===== src/rtl/ltsm_sb_responder_pkg.sv =====
// Shared sideband definitions: training states, substates, message codes and decode helpers.
package ltsm_sb_responder_pkg;

    localparam int unsigned STATE_W    = 3;
    localparam int unsigned SUBSTATE_W = 4;
    localparam int unsigned CODE_W     = 4;

    // Local link training state encoding
    typedef enum logic [STATE_W-1:0] {
        ST_RESET      = 3'd0,
        ST_SBINIT     = 3'd1,
        ST_MBINIT     = 3'd2,
        ST_MBTRAIN    = 3'd3,
        ST_LINKINIT   = 3'd4,
        ST_ACTIVE     = 3'd5,
        ST_PHYRETRAIN = 3'd6,
        ST_TRAINERROR = 3'd7
    } state_e;

    // MBINIT substates
    typedef enum logic [SUBSTATE_W-1:0] {
        MBI_PARAM      = 4'd0,
        MBI_CAL        = 4'd1,
        MBI_REPAIRCLK  = 4'd2,
        MBI_REPAIRVAL  = 4'd3,
        MBI_REVERSALMB = 4'd4,
        MBI_REPAIRMB   = 4'd5
    } mbinit_sub_e;

    // MBTRAIN substates
    typedef enum logic [SUBSTATE_W-1:0] {
        MBT_VALREF           = 4'd0,
        MBT_DATAVREF         = 4'd1,
        MBT_SPEEDIDLE        = 4'd2,
        MBT_TXSELFCAL        = 4'd3,
        MBT_RXCLKCAL         = 4'd4,
        MBT_VALTRAINCENTER   = 4'd5,
        MBT_VALTRAINVREF     = 4'd6,
        MBT_DATATRAINCENTER1 = 4'd7,
        MBT_DATATRAINVREF    = 4'd8,
        MBT_RXDESKEW         = 4'd9,
        MBT_DATATRAINCENTER2 = 4'd10,
        MBT_LINKSPEED        = 4'd11,
        MBT_REPAIR           = 4'd12
    } mbtrain_sub_e;

    // SBINIT messages
    typedef enum logic [CODE_W-1:0] {
        SBI_MSG_NONE     = 4'd0,
        SBI_DONE_REQ     = 4'd1,
        SBI_DONE_RESP    = 4'd2,
        SBI_OUT_OF_RESET = 4'd3
    } sbinit_msg_e;

    // PHYRETRAIN messages
    typedef enum logic [CODE_W-1:0] {
        PRT_MSG_NONE   = 4'd0,
        PRT_START_REQ  = 4'd1,
        PRT_START_RESP = 4'd2
    } phyretrain_msg_e;

    localparam logic [CODE_W-1:0] SBINIT_OUT_OF_RESET = CODE_W'(SBI_OUT_OF_RESET);

    // Responder FSM states
    typedef enum logic [1:0] {
        FSM_IDLE       = 2'd0,
        FSM_WAIT_LOCAL = 2'd1,
        FSM_SEND       = 2'd2
    } fsm_e;

    // Captured sideband message payload
    typedef struct packed {
        state_e                state;
        logic [SUBSTATE_W-1:0] substate;
        logic [CODE_W-1:0]     code;
    } sb_msg_t;

    // States whose messages are qualified by substate
    function automatic logic is_mb_state(state_e st);
        return (st == ST_MBINIT) || (st == ST_MBTRAIN);
    endfunction

    // Highest legal message code for a state/substate; 0 means no messages accepted
    function automatic logic [CODE_W-1:0] max_code(state_e st, logic [SUBSTATE_W-1:0] sub);
        logic [CODE_W-1:0] mx;
        mx = 4'd0;
        case (st)
            ST_SBINIT:     mx = 4'd3;
            ST_PHYRETRAIN: mx = 4'd2;
            ST_MBINIT: begin
                case (sub)
                    MBI_PARAM, MBI_CAL:                         mx = 4'd2;
                    MBI_REPAIRCLK, MBI_REPAIRVAL, MBI_REPAIRMB: mx = 4'd6;
                    MBI_REVERSALMB:                             mx = 4'd8;
                    default:                                    mx = 4'd0;
                endcase
            end
            ST_MBTRAIN: begin
                case (sub)
                    MBT_SPEEDIDLE, MBT_TXSELFCAL: mx = 4'd2;
                    MBT_LINKSPEED:                mx = 4'd10;
                    MBT_REPAIR:                   mx = 4'd8;
                    default:                      mx = 4'd4;
                endcase
            end
            default: mx = 4'd0;
        endcase
        return mx;
    endfunction

    // Odd codes are requests
    function automatic logic is_req(logic [CODE_W-1:0] code);
        return code[0];
    endfunction

    // Response code paired with a request code
    function automatic logic [CODE_W-1:0] resp_of(logic [CODE_W-1:0] code);
        return code + 4'd1;
    endfunction

endpackage


===== src/rtl/sb_msg_validator.sv =====
// Combinational validity and class decode of a received sideband message.
module sb_msg_validator
    import ltsm_sb_responder_pkg::*;
(
    input  logic [STATE_W-1:0]    cur_state_i,
    input  logic [SUBSTATE_W-1:0] cur_substate_i,
    input  logic                  rx_valid_i,
    input  logic [STATE_W-1:0]    rx_state_i,
    input  logic [SUBSTATE_W-1:0] rx_substate_i,
    input  logic [CODE_W-1:0]     rx_code_i,
    output logic                  valid_c_o,
    output logic                  is_req_c_o,
    output logic                  is_resp_c_o,
    output logic                  is_oor_c_o
);

    state_e cur_st_c;
    logic   state_match_c;
    logic   sub_match_c;
    logic   code_ok_c;
    logic   oor_c;

    // Message must target the local state/substate with an in-range code
    always_comb begin
        cur_st_c      = state_e'(cur_state_i);
        state_match_c = (rx_state_i == cur_state_i);
        sub_match_c   = !is_mb_state(cur_st_c) || (rx_substate_i == cur_substate_i);
        code_ok_c     = (rx_code_i != 4'd0) && (rx_code_i <= max_code(cur_st_c, cur_substate_i));
        valid_c_o     = rx_valid_i && state_match_c && sub_match_c && code_ok_c;
        oor_c         = (cur_st_c == ST_SBINIT) && (rx_code_i == SBINIT_OUT_OF_RESET);
        is_oor_c_o    = valid_c_o && oor_c;
        is_req_c_o    = valid_c_o && is_req(rx_code_i) && !oor_c;
        is_resp_c_o   = valid_c_o && !is_req(rx_code_i);
    end

endmodule


===== src/rtl/ltsm_sb_responder.sv =====
// Partner-side sideband responder: answers REQs once local work is ready, forwards RESPs, flags bad traffic.
module ltsm_sb_responder
    import ltsm_sb_responder_pkg::*;
#(
    parameter int unsigned TIMEOUT_CYCLES = 8000000,
    parameter int unsigned CNT_W          = 23
) (
    input  logic                  i_clk,
    input  logic                  i_rst_n,
    input  logic [STATE_W-1:0]    i_cur_state,
    input  logic [SUBSTATE_W-1:0] i_cur_substate,
    input  logic                  i_rx_valid,
    input  logic [STATE_W-1:0]    i_rx_state,
    input  logic [SUBSTATE_W-1:0] i_rx_substate,
    input  logic [CODE_W-1:0]     i_rx_code,
    input  logic                  i_local_ready,
    input  logic                  i_tx_ready,
    output logic                  o_tx_valid,
    output logic [STATE_W-1:0]    o_tx_state,
    output logic [SUBSTATE_W-1:0] o_tx_substate,
    output logic [CODE_W-1:0]     o_tx_code,
    output logic                  o_req_pending,
    output logic [CODE_W-1:0]     o_req_code,
    output logic                  o_resp_valid,
    output logic [CODE_W-1:0]     o_resp_code,
    output logic                  o_partner_oor,
    output logic                  o_unexpected,
    output logic                  o_overrun,
    output logic                  o_timeout
);

    fsm_e              state_q, state_d;
    sb_msg_t           cap_q, cap_d;
    logic [CODE_W-1:0] tx_code_q, tx_code_d;
    logic [CNT_W-1:0]  cnt_q, cnt_d;
    logic              tx_valid_q, tx_valid_d;
    logic              pending_q, pending_d;
    logic              resp_valid_q, resp_valid_d;
    logic [CODE_W-1:0] resp_code_q, resp_code_d;
    logic              oor_q, oor_d;
    logic              unexp_q, unexp_d;
    logic              overrun_q, overrun_d;
    logic              timeout_q, timeout_d;

    logic   msg_valid_c;
    logic   msg_req_c;
    logic   msg_resp_c;
    logic   msg_oor_c;
    logic   abort_c;
    logic   new_req_c;
    state_e cur_st_c;

    sb_msg_validator u_validator (
        .cur_state_i    (i_cur_state),
        .cur_substate_i (i_cur_substate),
        .rx_valid_i     (i_rx_valid),
        .rx_state_i     (i_rx_state),
        .rx_substate_i  (i_rx_substate),
        .rx_code_i      (i_rx_code),
        .valid_c_o      (msg_valid_c),
        .is_req_c_o     (msg_req_c),
        .is_resp_c_o    (msg_resp_c),
        .is_oor_c_o     (msg_oor_c)
    );

    // Next-state, capture and flag logic
    always_comb begin
        state_d      = state_q;
        cap_d        = cap_q;
        tx_code_d    = tx_code_q;
        cnt_d        = cnt_q;
        resp_valid_d = 1'b0;
        resp_code_d  = resp_code_q;
        unexp_d      = 1'b0;
        overrun_d    = 1'b0;
        timeout_d    = 1'b0;

        cur_st_c  = state_e'(i_cur_state);
        // Local training moved away from the state the pending REQ belongs to
        abort_c   = (cur_st_c != cap_q.state) ||
                    (is_mb_state(cap_q.state) && (i_cur_substate != cap_q.substate));
        new_req_c = msg_req_c && (i_rx_code != cap_q.code);

        // Partner out-of-reset is only meaningful while we are still in SBINIT
        oor_d = (oor_q && (cur_st_c == ST_SBINIT)) || msg_oor_c;

        if (i_rx_valid && !msg_valid_c) begin
            unexp_d = 1'b1;
        end
        if (msg_resp_c) begin
            resp_valid_d = 1'b1;
            resp_code_d  = i_rx_code;
        end

        case (state_q)
            FSM_IDLE: begin
                if (msg_req_c) begin
                    cap_d.state    = state_e'(i_rx_state);
                    cap_d.substate = i_rx_substate;
                    cap_d.code     = i_rx_code;
                    tx_code_d      = resp_of(i_rx_code);
                    cnt_d          = '0;
                    state_d        = FSM_WAIT_LOCAL;
                end
            end
            FSM_WAIT_LOCAL: begin
                overrun_d = new_req_c;
                if (abort_c) begin
                    state_d = FSM_IDLE;
                end else if (i_local_ready) begin
                    state_d = FSM_SEND;
                end else if (cnt_q == CNT_W'(TIMEOUT_CYCLES)) begin
                    timeout_d = 1'b1;
                    state_d   = FSM_IDLE;
                end else begin
                    cnt_d = cnt_q + CNT_W'(1);
                end
            end
            FSM_SEND: begin
                overrun_d = new_req_c;
                // A completed handshake stands even if training moves on that cycle
                if (i_tx_ready || abort_c) begin
                    state_d = FSM_IDLE;
                end
            end
            default: begin
                state_d = FSM_IDLE;
            end
        endcase

        tx_valid_d = (state_d == FSM_SEND);
        pending_d  = (state_d == FSM_WAIT_LOCAL);
    end

    // State and output registers
    always_ff @(posedge i_clk or negedge i_rst_n) begin
        if (!i_rst_n) begin
            state_q      <= FSM_IDLE;
            cap_q        <= '0;
            tx_code_q    <= '0;
            cnt_q        <= '0;
            tx_valid_q   <= 1'b0;
            pending_q    <= 1'b0;
            resp_valid_q <= 1'b0;
            resp_code_q  <= '0;
            oor_q        <= 1'b0;
            unexp_q      <= 1'b0;
            overrun_q    <= 1'b0;
            timeout_q    <= 1'b0;
        end else begin
            state_q      <= state_d;
            cap_q        <= cap_d;
            tx_code_q    <= tx_code_d;
            cnt_q        <= cnt_d;
            tx_valid_q   <= tx_valid_d;
            pending_q    <= pending_d;
            resp_valid_q <= resp_valid_d;
            resp_code_q  <= resp_code_d;
            oor_q        <= oor_d;
            unexp_q      <= unexp_d;
            overrun_q    <= overrun_d;
            timeout_q    <= timeout_d;
        end
    end

    assign o_tx_valid    = tx_valid_q;
    assign o_tx_state    = cap_q.state;
    assign o_tx_substate = cap_q.substate;
    assign o_tx_code     = tx_code_q;
    assign o_req_pending = pending_q;
    assign o_req_code    = cap_q.code;
    assign o_resp_valid  = resp_valid_q;
    assign o_resp_code   = resp_code_q;
    assign o_partner_oor = oor_q;
    assign o_unexpected  = unexp_q;
    assign o_overrun     = overrun_q;
    assign o_timeout     = timeout_q;

endmodule


===== config.mk =====
export PLATFORM = sky130hd
export DESIGN_NAME = ltsm_sb_responder
export DESIGN_NICKNAME = d
export VERILOG_FILES = /design/src/rtl/ltsm_sb_responder_pkg.sv /design/src/rtl/sb_msg_validator.sv /design/src/rtl/ltsm_sb_responder.sv
export SDC_FILE = /design/constraint.sdc
export NUM_CORES = 1
export LEC_CHECK = 0
export BUFFER_PORTS_ARGS = -buffer_cell sky130_fd_sc_hd__buf_2
export CORE_UTILIZATION = 45
export CTS_CLUSTER_SIZE = 24
export DETAILED_ROUTE_END_ITERATION = 6
export PLACE_DENSITY_LB_ADDON = 0.3
export SLEW_MARGIN = 25
export SYNTH_ARGS = -nofsm -noshare
export SYNTH_HDL_FRONTEND = slang
export SYNTH_SLANG_ARGS = --single-unit

===== constraint.sdc =====
create_clock -name i_clk -period 3.73 [get_ports i_clk]
set_input_delay 0.746 -clock i_clk [delete_from_list [all_inputs] [get_ports i_clk]]
set_output_delay 0.746 -clock i_clk [all_outputs]
set_load 0.05 [all_outputs]

After elaboration in Yosys (flattened, before gate mapping)
Index checks and enable logic that the tools add are counted.
- register bits after elaboration: 51
- input bits: 23
- output and inout port bits: 26
- word-level logic and storage cells: 99
- add/sub/neg operators: 2
- magnitude comparators: 1
- equality and inequality tests: 28
- muxes and demuxes: 21
- reductions and logical operators: 33
- operators with widths (cell ; count):
    23-bit two-way mux ; 4
    23-bit case mux with 2 select lines ; 1
    4-bit case mux with 3 select lines ; 2
    23-bit by 1-bit adder with 23-bit output (second input constant) ; 1
    23-bit == test (second input constant) ; 1
    4-bit case mux with 4 select lines ; 1
    1-bit logical AND ; 13
    3-bit by 2-bit == test with 1-bit output (second input constant) ; 4
    4-bit by 2-bit == test with 1-bit output (second input constant) ; 3
    2-bit two-way mux ; 5
    4-bit by 3-bit == test with 1-bit output (second input constant) ; 2
    4-bit == test (second input constant) ; 2
    2-bit != test (second input constant) ; 4
    4-bit != test ; 2
    1-bit two-way mux ; 7
    1-bit logical OR ; 6
    2-bit case mux with 3 select lines ; 1
    2-bit OR reduction ; 3
    5-bit AND reduction ; 1
    4-bit by 1-bit adder with 4-bit output (second input constant) ; 1
    2-bit by 1-bit == test with 1-bit output (second input constant) ; 2
    2-bit == test (second input constant) ; 2
    4-bit by 1-bit == test with 1-bit output (second input constant) ; 1
    4-bit == test ; 1
    12 further kinds ; 15

Logic depth before layout (Yosys ltp)
- depth after elaboration: 12
- gate-level depth with buffers: 14
- depth with buffers taken out: 12

Modules after synthesis
From an unflattened synthesis, not the netlist that was laid out.
- cells, all modules: 315
- area, all modules: 3118.0 um^2
- by module, submodules not included (module ; instances ; cells each ; area each (um^2)):
    ltsm_sb_responder ; 1 ; 260 ; 2665.1
    sb_msg_validator ; 1 ; 55 ; 452.9

Least setup slack after synthesis
No wires, ideal clock.
- kind: input to register
- start point: input i_cur_substate[1]
- end point: register cap_q (netlist bit o_req_code[3])
- library setup time: 127 ps
- arrival: 3228 ps
- path slack: 374 ps
- stages: 13
- buffers on the path: 2
- cells stage by stage: clkbuf_1 > nand2b_1 > a21oi_1 > o21ai_0 > nor2_1 > a21oi_1 > ha_1 > nor2b_1 > o211ai_1 > a21oi_1 > nor4b_4 > buf_6 > mux2_1
- longest elaborated chain between the ends: 10
- elaborated cells on any way between the ends: 23
- classes of those cells: 1 x order compare; 8 x eq/ne; 3 x mux; 11 x reduce/logical
- ends and longest elaborated chain (element ; RTL line ; text):
    start, declared ; ltsm_sb_responder.sv:11 ; input logic [SUBSTATE_W-1:0] i_cur_substate,
    4-bit by 3-bit == test with 1-bit output, or another cell as far along ; ltsm_sb_responder_pkg.sv:91 ; case (sub)
    3-bit OR reduction, or another cell as far along ; ltsm_sb_responder_pkg.sv:91 ;
    4-bit case mux with 3 select lines, on equally long branches ; ltsm_sb_responder_pkg.sv:91, ltsm_sb_responder_pkg.sv:99 ;
    4-bit case mux with 4 select lines ; ltsm_sb_responder_pkg.sv:87 ; case (st)
    4-bit <= comparator ; sb_msg_validator.sv:28 ; code_ok_c = (rx_code_i != 4'd0) && (rx_code_i <= max_code(cur_st_c, cur_substate_i));
    1-bit logical AND ; sb_msg_validator.sv:28 ;
    1-bit logical AND * ; sb_msg_validator.sv:29 ; valid_c_o = rx_valid_i && state_match_c && sub_match_c && code_ok_c;
    1-bit logical AND * (2 in a row) ; sb_msg_validator.sv:32 ; is_req_c_o = valid_c_o && is_req(rx_code_i) && !oor_c;
    2-bit AND reduction (no line) * ; n/a ;
    end signal, assigned ; ltsm_sb_responder.sv:152 ; cap_q <= cap_d;
    end, declared ; ltsm_sb_responder.sv:33 ; sb_msg_t cap_q, cap_d;
Mark *: on every way between the ends. The rest lies on a longest branch, timed or not.
A chain may end at the register's enable or synchronous reset.

Worst setup path in the final report
- start point: input i_cur_substate[0]
- end point: register tx_code_q[1] (netlist: o_tx_code[1])
- longest elaborated chain between the ends: 10
- elaborated cells on any way between the ends: 23
- classes of those cells: 1 x order compare; 8 x eq/ne; 3 x mux; 11 x reduce/logical
- ends and longest elaborated chain (element ; RTL line ; text):
    4-bit by 3-bit == test with 1-bit output, or another cell as far along ; ltsm_sb_responder_pkg.sv:91 ;
    3-bit OR reduction, or another cell as far along ; ltsm_sb_responder_pkg.sv:91 ;
    4-bit case mux with 3 select lines, on equally long branches ; ltsm_sb_responder_pkg.sv:91, ltsm_sb_responder_pkg.sv:99 ;
    4-bit case mux with 4 select lines ; ltsm_sb_responder_pkg.sv:87 ;
    4-bit <= comparator ; sb_msg_validator.sv:28 ;
    1-bit logical AND ; sb_msg_validator.sv:28 ;
    1-bit logical AND * ; sb_msg_validator.sv:29 ;
    1-bit logical AND * (2 in a row) ; sb_msg_validator.sv:32 ;
    2-bit AND reduction (no line) * ; n/a ;
    end signal, assigned ; ltsm_sb_responder.sv:153 ; tx_code_q <= tx_code_d;
    end, declared ; ltsm_sb_responder.sv:34 ; logic [CODE_W-1:0] tx_code_q, tx_code_d;
Marked as above.

==> results.py <==
metrics = {
    "logic_synthesis": {
        "avgSynthCellArea_um2": 9.799,
        "postSynthCellCount": 315,
        "synth_cell_types": 53,
        "synth-edff-count": 0,
        "synthesis.yosys.warnings": 0,
        "yosysSeqAreaShare": 0.4135,
        "synth_async_sr_flop_share": 1.000,
        "synth_fp_nets": 350,
        "postSynth.topFlopCell": "sky130_fd_sc_hd__dfrtp_1",
        "synth_area_um2": 3087,
        "synth.ff_latch_count": 51,
    },
    "timing": {
        "setup-violations-final": 0,
        "min_period_ps": 3123,
        "clock.fmax_ghz": 0.3202,
        "relSlewSlack": 0.5318,
        "finalHoldViolations": 0,
        "hold_slack_ps": 490.6,
        "rsz_0062_raised_after_global_routing": "no",
        "postLayoutSetupSlackWorst_ps": 607.3,
        "max_slew.worst_pin.slew_ps": 702.3,
        "timing.setup.tns_ps": 0,
        "slew_viol_final": 0,
        "timing.clock.skew_ps": 12.10,
        "final_min_period_over_clock_period": 0.8372,
    },
    "run": {
        "cap_viol_max_count": 0,
    },
    "cells_and_area": {
        "mostFrequentLayoutCells": "sky130_fd_sc_hd__dfrtp_1, sky130_fd_sc_hd__buf_2, sky130_fd_sc_hd__a31oi_1, sky130_fd_sc_hd__nand2_1, sky130_fd_sc_hd__nor2_1",
        "layout.cell_area.non_filler_um2": 3462,
        "diodes": 0,
        "syn_to_final_growth_pct": 12.16,
        "fin_cells": 439,
        "final_common_cell": "sky130_fd_sc_hd__dfrtp_1",
        "final_nets": 396,
        "post_route_cells_drive_above_1_share": 0.2320,
    },
    "pwr": {
        "p_int_mw": 1.004,
        "clock_power_share": 0.171,
        "share_seq_of_total_power": 0.388,
        "vdd_drop_max_mv": 0.4236,
        "p_sw_frac": 0.4420,
        "netSwitchingPower_uw": 795.2,
        "combinationalPowerShare": 0.442,
        "power_per_cell_area_nw_per_um2": 519.6,
        "pleak_nw": 1.616,
    },
    "placement": {
        "dpl_cell_area_um2": 3381,
        "placement.setup.worst_slack_ps": 260.8,
        "placement.io_buffers": 48,
        "place.gp.congestion": 0.8447,
        "placedCellCount": 431,
        "detailed_placement_wirelength_estimate_um": 5008,
    },
    "worst_setup_path": {
        "arrival_ps": 3320,
        "endpoint_type_of_the_worst_setup_path": "flip-flop",
        "critical_path_class": "input pin to flip-flop",
        "crit_required_ps": 3930,
        "critical_path.max_fanout": 10,
        "reg2reg_setup_slack_ps": 950,
        "startpoint_type": "input pin",
    },
    "routing": {
        "route.antenna.remaining_nets": 0,
        "route.final.wire_length_um": 6961,
        "drt-wirelength-per-cell_um": 15.86,
        "detail_route.drc_violations": 0,
        "via_density_per_instance": 5.900,
        "drtIter0Drc": 224,
        "num_vias": 2590,
        "detailedRoute.firstPassIterationCount": 4,
    },
    "floorplanning": {
        "initial_core_util": 0.4752,
        "ios": 49,
        "fp.coreArea_um2": 6495,
        "row_count": 29,
        "dieHeight_um": 84.82,
        "die_outline_area_um2": 7194,
        "fp.dieW_um": 84.82,
    },
    "cts": {
        "cts_root_buf": "sky130_fd_sc_hd__clkbuf_8",
        "tritoncts": "built",
        "cts-buffers-inserted": 5,
        "postCtsHoldBufs": 0,
        "cts_sink_cnt": 51,
        "cts_repair_resize_count": 0,
        "clk_latency_ps": 300,
        "setup_fix_buffers_added_after_clock_tree_synthesis": 0,
        "clock_slew_at_reported_path_ffs_ps": 90,
        "cts-htree-levels": 2,
        "cts-root-to-sink-buffers": 2,
    },
    "global_route": {
        "global_route_wire_length_before_repair_um": 12220,
        "global_route_usage_over_all_layers": 0.2114,
        "gr-total-overflow": 0,
        "first_global_vias": 2554,
        "antenna_found_initial": 0,
        "grt_start_max_net_pins": 32,
    },
    "run_status": {
        "run_status": "finished, final reports clean",
    },
    "worst_hold_path": {
        "holdCritPathClass": "input pin to asynchronous set/reset pin",
    },
}
-- critical path: stages --
cell,delay (ps)
sky130_fd_sc_hd__buf_2,140
sky130_fd_sc_hd__inv_1,80
sky130_fd_sc_hd__a21oi_1,180
sky130_fd_sc_hd__nand2_1,80
sky130_fd_sc_hd__a21oi_1,140
sky130_fd_sc_hd__a21oi_1,80
sky130_fd_sc_hd__ha_1,280
sky130_fd_sc_hd__nor2b_1,130
sky130_fd_sc_hd__o211ai_1,150
sky130_fd_sc_hd__a21oi_1,170
sky130_fd_sc_hd__nor4b_4,530
sky130_fd_sc_hd__buf_4,260
sky130_fd_sc_hd__mux2_2,340
-- metal layers --
metal  track usage  vias up  share of wire
met5             0        -              0
met4       0.06780        0         0.0083
met3       0.03405        4          0.040
met2        0.3452       89           0.46
met1        0.2895     1245           0.49
li1              -     1252              -
-- area by class of cell --
class / instances / area, um^2
clock buffers: 7 / 76.32
repair buffers: 55 / 292.8
flip-flops and latches: 51 / 1276
fillers: 595 / 3033
inverters: 14 / 52.55
well taps: 77 / 96.34
multi-input cells: 234 / 1663
clock inverters: 1 / 5.005
-- power groups by stage --
stage	Combinational (mW)	Sequential [mW]	Clock (mW)
5_1_grt	0.857	0.709	0.345
4_1_cts	0.797	0.697	0.321
3_5_place_dp	0.794	0.705	0
2_1_floorplan	0.389	0.924	0
6_report	0.794	0.697	0.307
3_3_place_gp	0.780	0.703	0
-- final timing paths --
check                      cells past startpoint            to         startpoint
max                                           13  o_tx_code[1]  i_cur_substate[0]
max in group asynchronous                      2  o_resp_valid            i_rst_n
max reg2reg                                    8      cnt_q[7]           cnt_q[0]
min                                            1     cnt_q[20]            i_rst_n
min reg2reg                                    1     cnt_q[21]          cnt_q[21]
min in group i_clk                             1     cnt_q[21]          cnt_q[21]
-- Yosys cell counts (all sizes together), types with 2 or more instances --
library cell   n  area (um^2)
inv           14        52.55
xnor2          9        78.83
nand2         23        86.33
nor4b          3        41.29
and2           4        25.02
and4           4        35.03
a211oi         2        20.02
a31oi         38        237.7
mux2          14        157.7
nand4          6        43.79
nor2b          6        37.54
o31ai          2        28.78
a21oi         11        55.05
nor3b          3        27.52
or4            3        22.52
o41ai          2        25.03
o21ai         10        50.04
or2            4        25.02
nor3           2        10.01
o211ai         3        22.52
ha            12        150.1
o21a           4        37.53
or3            2        12.51
nor2          16        60.06
nor4           4        25.02
a41oi          4        35.03
buf            7        60.05
nand3          6        30.03
nand2b         8        50.05
dfrtp         51         1276
and3           8        50.05
xor2          11        96.34
clkbuf         9        35.03
nand4b         2        17.52
-- cell families after synthesis --
logic type / after synthesis / synth area share
AO/OA/AOI/OAI: 83 / 0.1848
XOR/XNOR: 20 / 0.05675
adder cells (fa/ha/maj): 12 / 0.04864
buffers and inverters: 30 / 0.04783
flip-flops: 51 / 0.4135
multiplexers: 14 / 0.05107
AND/OR/NAND/NOR: 105 / 0.1974
-- flip-flops by register name, summed over array words and instances (netlist names), 2 cells and up --
name and cells:
o_tx_substate 4, cnt_q 23, o_tx_code 4, o_req_code 4
o_resp_code 4, o_tx_state 3, state_q 2
-- per-stage QoR --
step	power, mW	utilization
CTS	1.815	0.5330
global route	1.911	0.5330
global placement	1.483	0.5205
detailed placement	1.499	0.5205
floorplan	1.312	-
finish	1.799	0.5330
(Power assumes the default switching activity.)
